`src/rtl/mad_io_peripheral.sv`:
```
// mad_io_peripheral
// Device-side endpoint of the processor In/Out/Int port interface.
//   - Host words enter an input FIFO through a valid/ready handshake. The head
//     word is driven on ProcIn. The processor's IN-retire strobe pops it.
//   - An interrupt FSM raises one registered Int pulse per pending word.
//   - Processor OUT writes are queued in an output FIFO that the host drains
//     through a valid/ready handshake. Writes to a full FIFO are dropped and
//     recorded in a sticky overflow flag.
//
// Handshake rule (both host-side channels): a word moves on a rising edge
// exactly when valid and ready are both high. Ready never depends on the
// matching valid. Valid and data are held until the transfer takes place.
//
// Ports:
//   Clk, Rst       clock; synchronous active-low reset
//   HostInData/Vld host word into the input FIFO; HostInRdy = FIFO not full
//   ProcIn         head of the input FIFO (0 when empty)
//   ProcInAck      processor retired an IN; pops the head if there is one
//   Int, IntEn     registered interrupt pulse and its enable
//   ProcOut/We     processor OUT value and its write strobe
//   HostOutData/Vld/Rdy  output FIFO head, non-empty flag, host take
//   InCount        input FIFO occupancy
//   OutOvf, OvfClr sticky output-overflow flag and its clear
//   DbgIntState    interrupt FSM state (0 idle, 1 pulse, 2 wait-ack)
module mad_io_peripheral #(
  parameter int DATA_W    = 16,
  parameter int IN_DEPTH  = 4,
  parameter int OUT_DEPTH = 4,
  parameter int CNT_W     = 3,
  parameter int INT_PULSE = 1
) (
  input  logic              Clk,
  input  logic              Rst,
  input  logic [DATA_W-1:0] HostInData,
  input  logic              HostInVld,
  output logic              HostInRdy,
  output logic [DATA_W-1:0] ProcIn,
  input  logic              ProcInAck,
  output logic              Int,
  input  logic              IntEn,
  input  logic [DATA_W-1:0] ProcOut,
  input  logic              ProcOutWe,
  output logic [DATA_W-1:0] HostOutData,
  output logic              HostOutVld,
  input  logic              HostOutRdy,
  output logic [CNT_W-1:0]  InCount,
  output logic              OutOvf,
  input  logic              OvfClr,
  output logic [1:0]        DbgIntState
);

  localparam int IN_AW  = $clog2(IN_DEPTH);
  localparam int OUT_AW = $clog2(OUT_DEPTH);
  localparam int PCNT_W = (INT_PULSE > 1) ? $clog2(INT_PULSE) : 1;
  localparam logic [PCNT_W-1:0] PCNT_LAST = PCNT_W'(INT_PULSE - 1);

  typedef enum logic [1:0] {
    ST_IDLE     = 2'd0,
    ST_PULSE    = 2'd1,
    ST_WAIT_ACK = 2'd2
  } int_state_t;

  // ---------------------------------------------------------------- input FIFO
  logic [DATA_W-1:0] r_in_mem [IN_DEPTH];
  logic [IN_AW-1:0]  r_in_wp;
  logic [IN_AW-1:0]  r_in_rp;
  logic [CNT_W-1:0]  r_in_cnt;
  logic              w_in_full;
  logic              w_in_nempty;
  logic              w_in_push;
  logic              w_in_pop;

  assign w_in_full   = (r_in_cnt == CNT_W'(IN_DEPTH));
  assign w_in_nempty = (r_in_cnt != '0);
  // Ready comes from the count only, so a same-cycle pop never opens a full FIFO.
  assign w_in_push   = HostInVld & ~w_in_full;
  assign w_in_pop    = ProcInAck & w_in_nempty;

  always_ff @(posedge Clk) begin
    if (!Rst) begin
      r_in_wp  <= '0;
      r_in_rp  <= '0;
      r_in_cnt <= '0;
    end else begin
      if (w_in_push) begin
        r_in_mem[r_in_wp] <= HostInData;
        r_in_wp           <= r_in_wp + 1'b1;
      end
      if (w_in_pop) begin
        r_in_rp <= r_in_rp + 1'b1;
      end
      case ({w_in_push, w_in_pop})
        2'b10:   r_in_cnt <= r_in_cnt + 1'b1;
        2'b01:   r_in_cnt <= r_in_cnt - 1'b1;
        default: r_in_cnt <= r_in_cnt;
      endcase
    end
  end

  assign HostInRdy = ~w_in_full;
  assign ProcIn    = w_in_nempty ? r_in_mem[r_in_rp] : '0;
  assign InCount   = r_in_cnt;

  // --------------------------------------------------------------- output FIFO
  logic [DATA_W-1:0] r_out_mem [OUT_DEPTH];
  logic [OUT_AW-1:0] r_out_wp;
  logic [OUT_AW-1:0] r_out_rp;
  logic [CNT_W-1:0]  r_out_cnt;
  logic              r_out_ovf;
  logic              w_out_full;
  logic              w_out_nempty;
  logic              w_out_push;
  logic              w_out_drop;
  logic              w_out_pop;

  assign w_out_full   = (r_out_cnt == CNT_W'(OUT_DEPTH));
  assign w_out_nempty = (r_out_cnt != '0);
  // Fullness is judged before any same-cycle host pop: the write is dropped.
  assign w_out_push   = ProcOutWe & ~w_out_full;
  assign w_out_drop   = ProcOutWe & w_out_full;
  assign w_out_pop    = w_out_nempty & HostOutRdy;

  always_ff @(posedge Clk) begin
    if (!Rst) begin
      r_out_wp  <= '0;
      r_out_rp  <= '0;
      r_out_cnt <= '0;
      r_out_ovf <= 1'b0;
    end else begin
      if (w_out_push) begin
        r_out_mem[r_out_wp] <= ProcOut;
        r_out_wp            <= r_out_wp + 1'b1;
      end
      if (w_out_pop) begin
        r_out_rp <= r_out_rp + 1'b1;
      end
      case ({w_out_push, w_out_pop})
        2'b10:   r_out_cnt <= r_out_cnt + 1'b1;
        2'b01:   r_out_cnt <= r_out_cnt - 1'b1;
        default: r_out_cnt <= r_out_cnt;
      endcase
      // A new drop wins over a clear in the same cycle.
      if (w_out_drop) begin
        r_out_ovf <= 1'b1;
      end else if (OvfClr) begin
        r_out_ovf <= 1'b0;
      end
    end
  end

  assign HostOutVld  = w_out_nempty;
  assign HostOutData = w_out_nempty ? r_out_mem[r_out_rp] : '0;
  assign OutOvf      = r_out_ovf;

  // ------------------------------------------------------------ interrupt FSM
  int_state_t        r_state;
  int_state_t        w_state_nxt;
  logic [PCNT_W-1:0] r_pcnt;
  logic [PCNT_W-1:0] w_pcnt_nxt;
  logic              r_ack_seen;
  logic              w_ack_seen_nxt;
  logic              r_int;
  logic              w_int_nxt;

  always_ff @(posedge Clk) begin
    if (!Rst) begin
      r_state    <= ST_IDLE;
      r_pcnt     <= '0;
      r_ack_seen <= 1'b0;
      r_int      <= 1'b0;
    end else begin
      r_state    <= w_state_nxt;
      r_pcnt     <= w_pcnt_nxt;
      r_ack_seen <= w_ack_seen_nxt;
      r_int      <= w_int_nxt;
    end
  end

  always_comb begin
    w_state_nxt    = r_state;
    w_pcnt_nxt     = r_pcnt;
    w_ack_seen_nxt = r_ack_seen;
    // Int lags the PULSE state by one edge. A word accepted at edge k is seen
    // by IDLE at k+1, and Int rises at k+2.
    w_int_nxt      = (r_state == ST_PULSE);
    case (r_state)
      ST_IDLE: begin
        if (IntEn && w_in_nempty) begin
          w_state_nxt    = ST_PULSE;
          w_pcnt_nxt     = '0;
          w_ack_seen_nxt = 1'b0;
        end
      end
      ST_PULSE: begin
        // IntEn is not looked at here, so the pulse always runs to full length.
        // An ack that lands inside the pulse is remembered so that the FSM
        // skips the wait for an ack.
        if (w_in_pop) begin
          w_ack_seen_nxt = 1'b1;
        end
        if (r_pcnt == PCNT_LAST) begin
          w_state_nxt = (r_ack_seen || w_in_pop) ? ST_IDLE : ST_WAIT_ACK;
        end else begin
          w_pcnt_nxt = r_pcnt + 1'b1;
        end
      end
      ST_WAIT_ACK: begin
        if (w_in_pop) begin
          w_state_nxt = ST_IDLE;
        end
      end
      default: begin
        w_state_nxt = ST_IDLE;
      end
    endcase
  end

  assign Int         = r_int;
  assign DbgIntState = r_state;

endmodule

```
`config.mk`:
```
export PLATFORM = sky130hd
export DESIGN_NAME = mad_io_peripheral
export DESIGN_NICKNAME = d
export VERILOG_FILES = /design/src/rtl/mad_io_peripheral.sv
export SDC_FILE = /design/constraint.sdc
export NUM_CORES = 1
export LEC_CHECK = 0
export CORE_MARGIN = 8
export CORE_UTILIZATION = 25
export DETAILED_ROUTE_END_ITERATION = 8
export PLACE_DENSITY = 0.5
export SYNTH_ARGS = -nofsm -noshare
export SYNTH_HDL_FRONTEND = slang
export SYNTH_SLANG_ARGS = --single-unit
```
`constraint.sdc`:
```
create_clock -name Clk -period 2.4 [get_ports Clk]
set_input_delay 0.36 -clock Clk [delete_from_list [all_inputs] [get_ports Clk]]
set_output_delay 0.36 -clock Clk [all_outputs]
set_load 0.01 [all_outputs]
```
==> summary.txt, run 1 <==
Cells and area
  – Filler instances: 2328
  – Multi-input logic area: 0.001589 mm^2
  – Post-layout util: 33.60%
  – Share of cells above drive strength 1: 20.00%
  – Ant diodes: 0
  – Final #Nets: 494
  – Fin cells: 779
  – FF+latch area: 0.004309 mm^2
  – Layout area overhead: 33.53%

Detailed routing
  – Drt first pass iters: 4
  – DRC Markers: 0
  – 1st-iter DRT viols: 112
  – Vias per cell: 4.122
  – Met3 WL: 798 um
  – Vias: 3211
  – DRT antenna net count: 0
  – Drt total wl: 12940 um
  – Metal2 WL: 6553 um
  – Metal-1 WL: 5428 um
  – Highest metal used: met5
  – WL per Instance: 16.61 um

Yosys
  – Syn Nets: 384
  – Avg Cell Area, Syn: 18.22 um^2
  – Mapped Cells: 332
  – Synth area leader: edfxtp_1
  – Share of Yosys cell area claimed by the top area cell type: 63.55%
  – Synth Warn #: 0
  – Adder-cell share of the synthesized area: 2.731%
  – Synth Cell Area: 0.006048 mm^2
  – Synth unique cells: 34
  – Async S/R FF share, synth: 0%
  – Top cells by area, synth: edfxtp_1 (64%), mux4_2 (9.7%), dfxtp_1 (7.6%), nor2b_1 (3.1%), mux4_1 (2.6%)
  – Register bit total from synthesis: 151
  – Compound-cell area share of the yosys netlist: 1.841%
  – Post-Synth XOR/XNOR Area: 0.5792%
  – Seq/Total Area, Yosys: 71.16%
  – Largest family of logic cells by synthesized area: multiplexers
  – Post-synthesis mux area share: 13.28%
  – Main synth FF type: edfxtp_1
  – Post-Synth Simple-Gate Area: 7.716%
  – EDFF count, synth: 128

Min path
  – Hold depth: 2
  – Worst hold path startpoint: r_ack_seen
  – Hold Path End: r_ack_seen
  – Hold WC Path Type: reg2reg

Setup path
  – Worst path top cell family by delay: multiplexers
  – Worst setup SP type: flop
  – RR Endpoint: InCount[2]
  – Worst Reg-to-Reg Cells: 8
  – Crit. End Element: output port
  – R2r startpoint: InCount[2]
  – Worst Path Buf+Inv: 2
  – Crit path largest cell delay: 0.54 ns
  – Worst-path cell chain: buf_12, mux4_1, nor2b_1, dlygate4sd2_1
  – R2r setup slk: 0.31 ns
  – Crit Path Max Fanout: 8
  – CP Class: reg2out
  – WP data arrival: 1.95 ns
  – Worst-path cell with the longest stage delay: mux4_1
  – Worst path required time: 2.04 ns

STA
  – Unrepaired setup endpoints after global routing: no
  – Setup TNS: 0 ns
  – Relative slew slack: 62.64%
  – Skew final: 0.009110 ns
  – Final hold violations: 0
  – Worst slew pin tran: 0.5586 ns
  – Final setup fails: 0
  – Fin crit share: 96.39%
  – Final slew viol count: 0
  – Max Freq: 432.3 MHz
  – Fin crit period: 2.313 ns

Power and ir drop
  – Pwr/cell area: 1073 mW/mm^2
  – Max IR drop VDD: 0.4195 mV
  – Pleak: 2.817 nW

Global routing
  – Largest net degree at the start of global routing: 21
  – Initial antenna violation count: 2
  – All-layer global routing usage: 9.146%
  – Congestion Overflow GR: 0
  – First-pass GRT wire length: 19820 um
  – Vias in the first global route: 3514

Floorplanning
  – Die area: 0.02943 mm^2
  – Die Y: 171.5 um
  – Die Wd: 171.5 um
  – Standard-cell row count: 57
  – Initial Utilization: 25.17%
  – I/O Pins: 81
  – Core area: 0.02403 mm^2

Clocking
  – CTS tree: yes
  – Clock Tree Buf Depth: 2
  – CTS Buf Count: 17
  – # Post-CTS Setup Buffers: 0
  – Later-pin clock latency in the skew report: 0.41 ns
  – Sink Count: 151
  – H-tree Lvls: 4
  – Root Buffer: clkbuf_16
  – CTS clk-pin slew, worst paths: 0.06 ns

Placement
  – Post-placement cell count: 745
  – Gpl congestion: 0.7064
  – I/O Buffers: 80
  – DP Wirelength: 8355 um

Run
  – # Max-Cap Violations: 0

Status
  – Status: finished, final reports clean
## tightest hold or removal path, stage by stage, from the launching register on
cell	delay, ns
dfxtp_1	0.31
nand2_1	0.05
o2bb2ai_1	0.07
## metrics by stage
stage | hold WS (ns) | setup slack [ns] | area, um^2 | power [mW]
final | 0.4851 | 0.08659 | 8077 | 8.669
after global routing | 0.5263 | 0.004621 | 8077 | 9.166
after CTS | 0.4888 | 0.003955 | 8051 | 8.806
after detailed placement | 0.4788 | -0.02664 | 7418 | 6.061
after global placement | 0.4562 | 0.05240 | 7418 | 6.040
after floorplan | 0.4420 | 0.2992 | 6048 | 4.729
## layout by cell type (no fill, tap or decap), drive strengths merged
cell type,n
a32oi,1
nor3,2
mux2i,6
o2bb2ai,1
and3,8
nor2,4
xnor2,2
nand2b,1
fa,2
mux4,32
edfxtp,128
clkinvlp,4
ha,10
bufinv,4
clkdlybuf4s15,3
or3,4
dfxtp,23
or4bb,1
and2,5
nor3b,1
and2b,6
clkdlybuf4s50,48
nor2b,30
clkinv,1
o21ai,9
a21boi,6
inv,20
clkbuf,18
nor4b,1
xor2,2
nand2,17
dlygate4sd2,29
buf,26
## kinds of logic (layout without fill, tap and decap cells)
family / Yosys count / count (layout)
muxes: 38 / 38
and+or+nand+nor: 80 / 80
adders and majority gates: 12 / 12
DFF: 151 / 151
buffers and inverters: 30 / 153
AOI/OAI and AO/OA: 17 / 17
xor gates and xnor gates: 4 / 4
## state kept, by name, summed over array words and instances, names as in the netlist, 2 cells and up, named ones only
name,flops
r_in_wp,2
r_in_mem,64
r_in_rp,2
r_out_mem,64
r_out_cnt,3
InCount,3
r_out_rp,2
r_out_wp,2
DbgIntState,2
## Yosys cell counts, drive strengths merged, types with 8 or more instances
cell type / count
and3: 8
buf: 10
edfxtp: 128
mux4: 32
nand2: 17
nor2b: 30
ha: 10
inv: 14
dfxtp: 23
o21ai: 9
## how the worst max path moves through the flow
stage,start,end,depth (start not counted)
after floorplan,InCount[2],InCount[2],9
after global placement,HostOutRdy,r_out_cnt[2],8
after detailed placement,ProcInAck,InCount[2],8
after CTS,flop,ProcIn[2],4
after global routing,flop,HostOutData[11],4
final,flop,ProcIn[15],4
## what timing repair did
item / 4_1_cts / 5_1_grt
resized for setup: 36 / 4
endpoints found under the setup margin: 32 / 7
gates cloned: 1 / 1
hold buffers: 0 / 0
endpoints found under the hold margin: 0 / 0
## final cells by class
type / count / area share [%]
Sequential cell: 151 / 53.35
Multi-Input combinational cell: 151 / 19.67
Timing Repair Buffer: 107 / 13.37
Clock buffer: 17 / 5.267
Tap cell: 324 / 5.019
Clock inverter: 15 / 2.665
Inverter: 14 / 0.6507
## power breakdown
part	total (mW)	internal (mW)	switching [mW]
registers	3.24	3.08	0.159
logic	2.56	1.33	1.23
clock network	2.87	1.77	1.10
total	8.67	6.17	2.50
## routing by layer
metal	vias up	global-route usage, %
li1	1490	-
met2	68	15.88
met3	15	3.925
met4	4	2.609
met1	1634	10.04
met5	-	0
Power figures use the tool's default switching activity.
==> inputs of run 2 (changes only) <==
CORE_MARGIN = default   (was 8)
==> summary.txt, run 2 (same netlist as run 1, synthesis figures left out) <==
Setup path
  – Worst setup SP type: flop
  – Crit path largest cell delay: 0.55 ns
  – R2r startpoint: InCount[2]
  – WP data arrival: 1.96 ns
  – R2r setup slk: 0.32 ns
  – Worst-path cell with the longest stage delay: mux4_1
  – Crit Path Max Fanout: 8
  – Worst Path Buf+Inv: 2
  – CP Depth: 4
  – CP Class: reg2out
  – Worst-path cell chain: buf_12, mux4_1, nor2b_1, dlygate4sd2_1
  – Crit. End Element: output port
  – RR Endpoint: InCount[2]
  – Worst path top cell family by delay: multiplexers
  – Worst path required time: 2.04 ns
  – Worst Reg-to-Reg Cells: 8

Floorplanning
  – I/O Pins: 81
  – Die area: 0.02482 mm^2
  – Die Y: 157.5 um
  – Initial Utilization: 25.61%
  – Die Wd: 157.5 um
  – Core area: 0.02361 mm^2
  – Standard-cell row count: 56

STA
  – Max Freq: 431.8 MHz
  – Worst hold slack: 0.4911 ns
  – Final slew viol count: 0
  – Relative slew slack: 75.36%
  – Final hold violations: 0
  – Skew final: 0.009172 ns
  – Final setup fails: 0
  – Fin crit period: 2.316 ns
  – Fin crit share: 96.50%
  – Unrepaired setup endpoints after global routing: no
  – Setup TNS: 0 ns
  – Worst slew pin tran: 0.3644 ns
  – Final Worst Setup Slack: 0.08390 ns

Power and ir drop
  – Pleak: 2.759 nW
  – Pwr/cell area: 1072 mW/mm^2
  – Max IR drop VDD: 0.5580 mV

Cells and area
  – Most common cell after layout, fill and taps aside: edfxtp_1
  – Top Registers: r_in_mem (64), r_out_mem (64)
  – Highest-count cells in the layout ignoring fill and taps: edfxtp_1 (128), clkdlybuf4s50_1 (48), dlygate4sd2_1 (31)
  – Layout area overhead: 31.03%
  – Final #Nets: 486
  – Ant diodes: 0
  – Share of cells above drive strength 1: 18.34%
  – Post-layout util: 33.56%
  – Filler instances: 2313

Clocking
  – CTS Buf Count: 17
  – # Post-CTS Setup Buffers: 0
  – CTS Hold Bufs: 0
  – Sink Count: 151
  – CTS clk-pin slew, worst paths: 0.07 ns
  – Clock Tree Buf Depth: 2
  – CTS tree: yes
  – Later-pin clock latency in the skew report: 0.42 ns
  – Root Buffer: clkbuf_16
  – H-tree Lvls: 4

Min path
  – Worst hold path startpoint: DbgIntState[0]
  – Hold WC Path Type: reg2reg
  – Hold depth: 2
  – Hold Path End: Int

Placement
  – Gpl congestion: 0.7448
  – I/O Buffers: 80
  – DP Wirelength: 7457 um
  – Place WS: -0.008806 ns

Global routing
  – Largest net degree at the start of global routing: 34
  – Vias in the first global route: 3425
  – Initial antenna violation count: 1
  – First-pass GRT wire length: 18560 um
  – Congestion Overflow GR: 0
  – All-layer global routing usage: 10.53%

Detailed routing
  – DRT antenna net count: 0
  – Drt total wl: 12050 um
  – Vias: 3128
  – DRC Markers: 0
  – WL per Instance: 15.73 um
  – 1st-iter DRT viols: 98
  – Drt first pass iters: 4
  – Vias per cell: 4.084

Status
  – Status: finished, final reports clean

Run
  – # Max-Cap Violations: 0
## run 2: worst max-delay path by stage
stage | endpoint | slack (ns)
final | ProcIn[15] | 0.08
after global routing | ProcIn[15] | 0.001
after CTS | ProcIn[0] | 0.007
after detailed placement | InCount[2] | -0.009
after global placement | r_out_cnt[2] | 0.08
after floorplan | InCount[2] | 0.30
## run 2: repair_timing
item                       4_1_cts  5_1_grt
hold endpoints to repair         0        0
gates cloned                     1        0
setup endpoints to repair       32        2
resized for setup               35        2
## run 2: per-stage QoR
stage	total power [mW]	cells	area (um^2)
after floorplan	4.729	332	6048
after global placement	6.000	733	7316
after detailed placement	6.037	733	7316
after CTS	8.666	766	7928
after global routing	8.977	766	7925
final	8.494	766	7925
## run 2: cell type report
class,instances,area (um^2),area share (%)
multi-input cells,151,1583,19.97
clock inverters,15,195.2,2.463
clock buffers,17,425.4,5.368
repair buffers,99,962.2,12.14
flip-flops and latches,151,4308,54.36
inverters,14,52.55,0.6631
well taps,319,399.1,5.036
## run 2: report_power, final
| part | leakage [nW] | switching (mW) | internal (mW) |
|---|---|---|---|
| Clock | 0.295 | 1.10 | 1.66 |
| Sequential | 1.35 | 0.146 | 3.08 |
| Combinational | 1.11 | 1.21 | 1.30 |
## run 2: per-layer routing
metal / track usage (%) / part of all wire [%] / vias up
met5: 0 / 0.11 / -
met4: 4.392 / 1.7 / 2
met3: 3.607 / 5.0 / 18
met2: 18.79 / 53 / 72
met1: 11.29 / 40 / 1563
li1: - / - / 1473
## run 2: tightest hold or removal path, delay by kind of cell (launching register included)
family,cells,cell delay (ns)
and+or+nand+nor,2,0.10
DFF,1,0.34
==> inputs of run 3 (changes only) <==
CORE_UTILIZATION = 55   (was 25)
HOLD_SLACK_MARGIN = 0.15   (was default)
PLACE_DENSITY = 0.87   (was 0.5)
==> summary.txt, run 3 (same netlist as run 1, synthesis figures left out) <==
STA
  – Max Freq: 427.4 MHz
  – Fin crit period: 2.340 ns
  – Final slew viol count: 0
  – Final hold violations: 0
  – Setup TNS: 0 ns
  – Relative slew slack: 78.12%
  – Skew final: 0.008005 ns
  – Final setup fails: 0
  – Unrepaired setup endpoints after global routing: no
  – Fin crit share: 97.49%
  – Worst slew pin tran: 0.3236 ns
  – Worst hold slack: 0.4613 ns

Floorplanning
  – I/O Pins: 81
  – Standard-cell row count: 37
  – Core area: 0.01051 mm^2
  – Die Y: 106.9 um
  – Die area: 0.01142 mm^2
  – Initial Utilization: 57.55%
  – Die Wd: 106.9 um

Min path
  – Hold WC Path Type: in2reg
  – Hold depth: 4

Status
  – Status: finished, final reports clean

Run
  – # Max-Cap Violations: 0

Global routing
  – Vias in the first global route: 3399
  – Initial antenna violation count: 0
  – Met2 Track Usage GR: 36.64%
  – Met1 Use GR: 25.11%
  – All-layer global routing usage: 21.21%
  – Largest net degree at the start of global routing: 29
  – Congestion Overflow GR: 0
  – GRT Max-Usage Layer: met2
  – First-pass GRT wire length: 17260 um
  – GR Util met3: 6.261%

Cells and area
  – Most common cell after layout, fill and taps aside: edfxtp_1
  – Highest-count cells in the layout ignoring fill and taps: edfxtp_1 (128), clkdlybuf4s50_1 (48), nor2b_1 (29)
  – Final Cell Area: 0.007711 mm^2
  – Share of cells above drive strength 1: 23.18%
  – Fin cells: 589
  – Layout area overhead: 27.49%
  – Final #Nets: 492
  – Ant diodes: 0
  – Top Registers: r_in_mem (64), r_out_mem (64)

Detailed routing
  – DRT antenna net count: 0
  – WL per Instance: 18.44 um
  – 1st-iter DRT viols: 182
  – Vias per cell: 5.499
  – Drt total wl: 10860 um
  – Vias: 3239
  – DRC Markers: 0
  – Drt first pass iters: 5

Setup path
  – Worst path required time: 2.04 ns
  – Crit Path Max Fanout: 8
  – Worst setup SP type: flop
  – WP data arrival: 1.98 ns
  – Crit. End Element: output port
  – Worst Reg-to-Reg Cells: 8
  – CP Class: reg2out

Placement
  – Post-placement cell count: 552
  – DP Wirelength: 6733 um
  – Placed instance area: 0.007089 mm^2
  – Gpl congestion: 0.7605
  – I/O Buffers: 80

Clocking
  – Clock Tree Buf Depth: 2
  – Root Buffer: clkbuf_8
  – Sink Count: 151
  – CTS Buf Count: 17
  – CTS clk-pin slew, worst paths: 0.07 ns
  – H-tree Lvls: 4
  – CTS tree: yes
  – CTS Hold Bufs: 0
  – Later-pin clock latency in the skew report: 0.53 ns

Power and ir drop
  – Pwr/cell area: 1083 mW/mm^2
  – Pleak: 2.715 nW
  – Max IR drop VDD: 0.6251 mV
run 3: cell types whose count changed in the layout (fill, tap and decap cells not counted), sizes merged:
cell | previous run | this run
dlygate4sd2 | 31 | 4
buf | 19 | 29
clkdlybuf4s15 | 1 | 13
bufinv | 3 | 1
inv | 18 | 23
clkbuf | 17 | 28
clkinv | 5 | 2
run 3: repair_timing:
| item | in CTS | in global routing |
|---|---|---|
| gates resized for setup | 63 | 29 |
| hold endpoints to repair | 0 | 0 |
| endpoints found under the setup margin | 32 | 24 |
| cloned | 2 | 0 |
| setup buffers | 3 | 0 |
run 3: worst paths after layout:
kind / from / to / slack, ns
setup / recovery: flop / ProcIn[6] / 0.06
hold / removal: OvfClr / OutOvf / 0.46
setup reg to reg: r_out_cnt[2] / r_out_cnt[2] / 0.26
hold reg to reg: r_out_rp[0] / flop / 0.49
run 3: power breakdown:
part	internal, mW	total [mW]	switching, mW
logic	1.39	2.61	1.22
registers	3.08	3.23	0.152
clock network	1.42	2.51	1.09
run 3: final cells by class:
cell class	count	area (um^2)
Clock inverter	15	156.4
Sequential cell	151	4312
Fill cell	639	2798
Clock buffer	17	414.1
Timing Repair Buffer	105	1016
Multi-Input combinational cell	151	1590
Tap cell	136	170.2
Inverter	14	52.55
run 3: critical path, stage by stage, from the launching register on:
cell	delay, ns
dfxtp_4	0.37
buf_12	0.14
mux4_2	0.48
and2b_1	0.16
dlygate4sd2_1	0.30
run 3: per-layer routing:
layer	part of all wire [%]	up-vias
met4	1.4	0
met5	0	-
met3	6.2	15
met1	40	1609
met2	53	120
li1	-	1495
run 3: per-stage QoR:
stage / util [%] / power, mW / setup slack (ns)
after detailed placement: 67.46 / 5.911 / -0.1064
after global placement: 67.46 / 5.833 / 0.08307
final: 73.38 / 8.352 / 0.06013
after CTS: 73.59 / 8.423 / -0.005902
after floorplan: - / 4.729 / 0.2992
after global routing: 73.38 / 8.763 / 0.003126
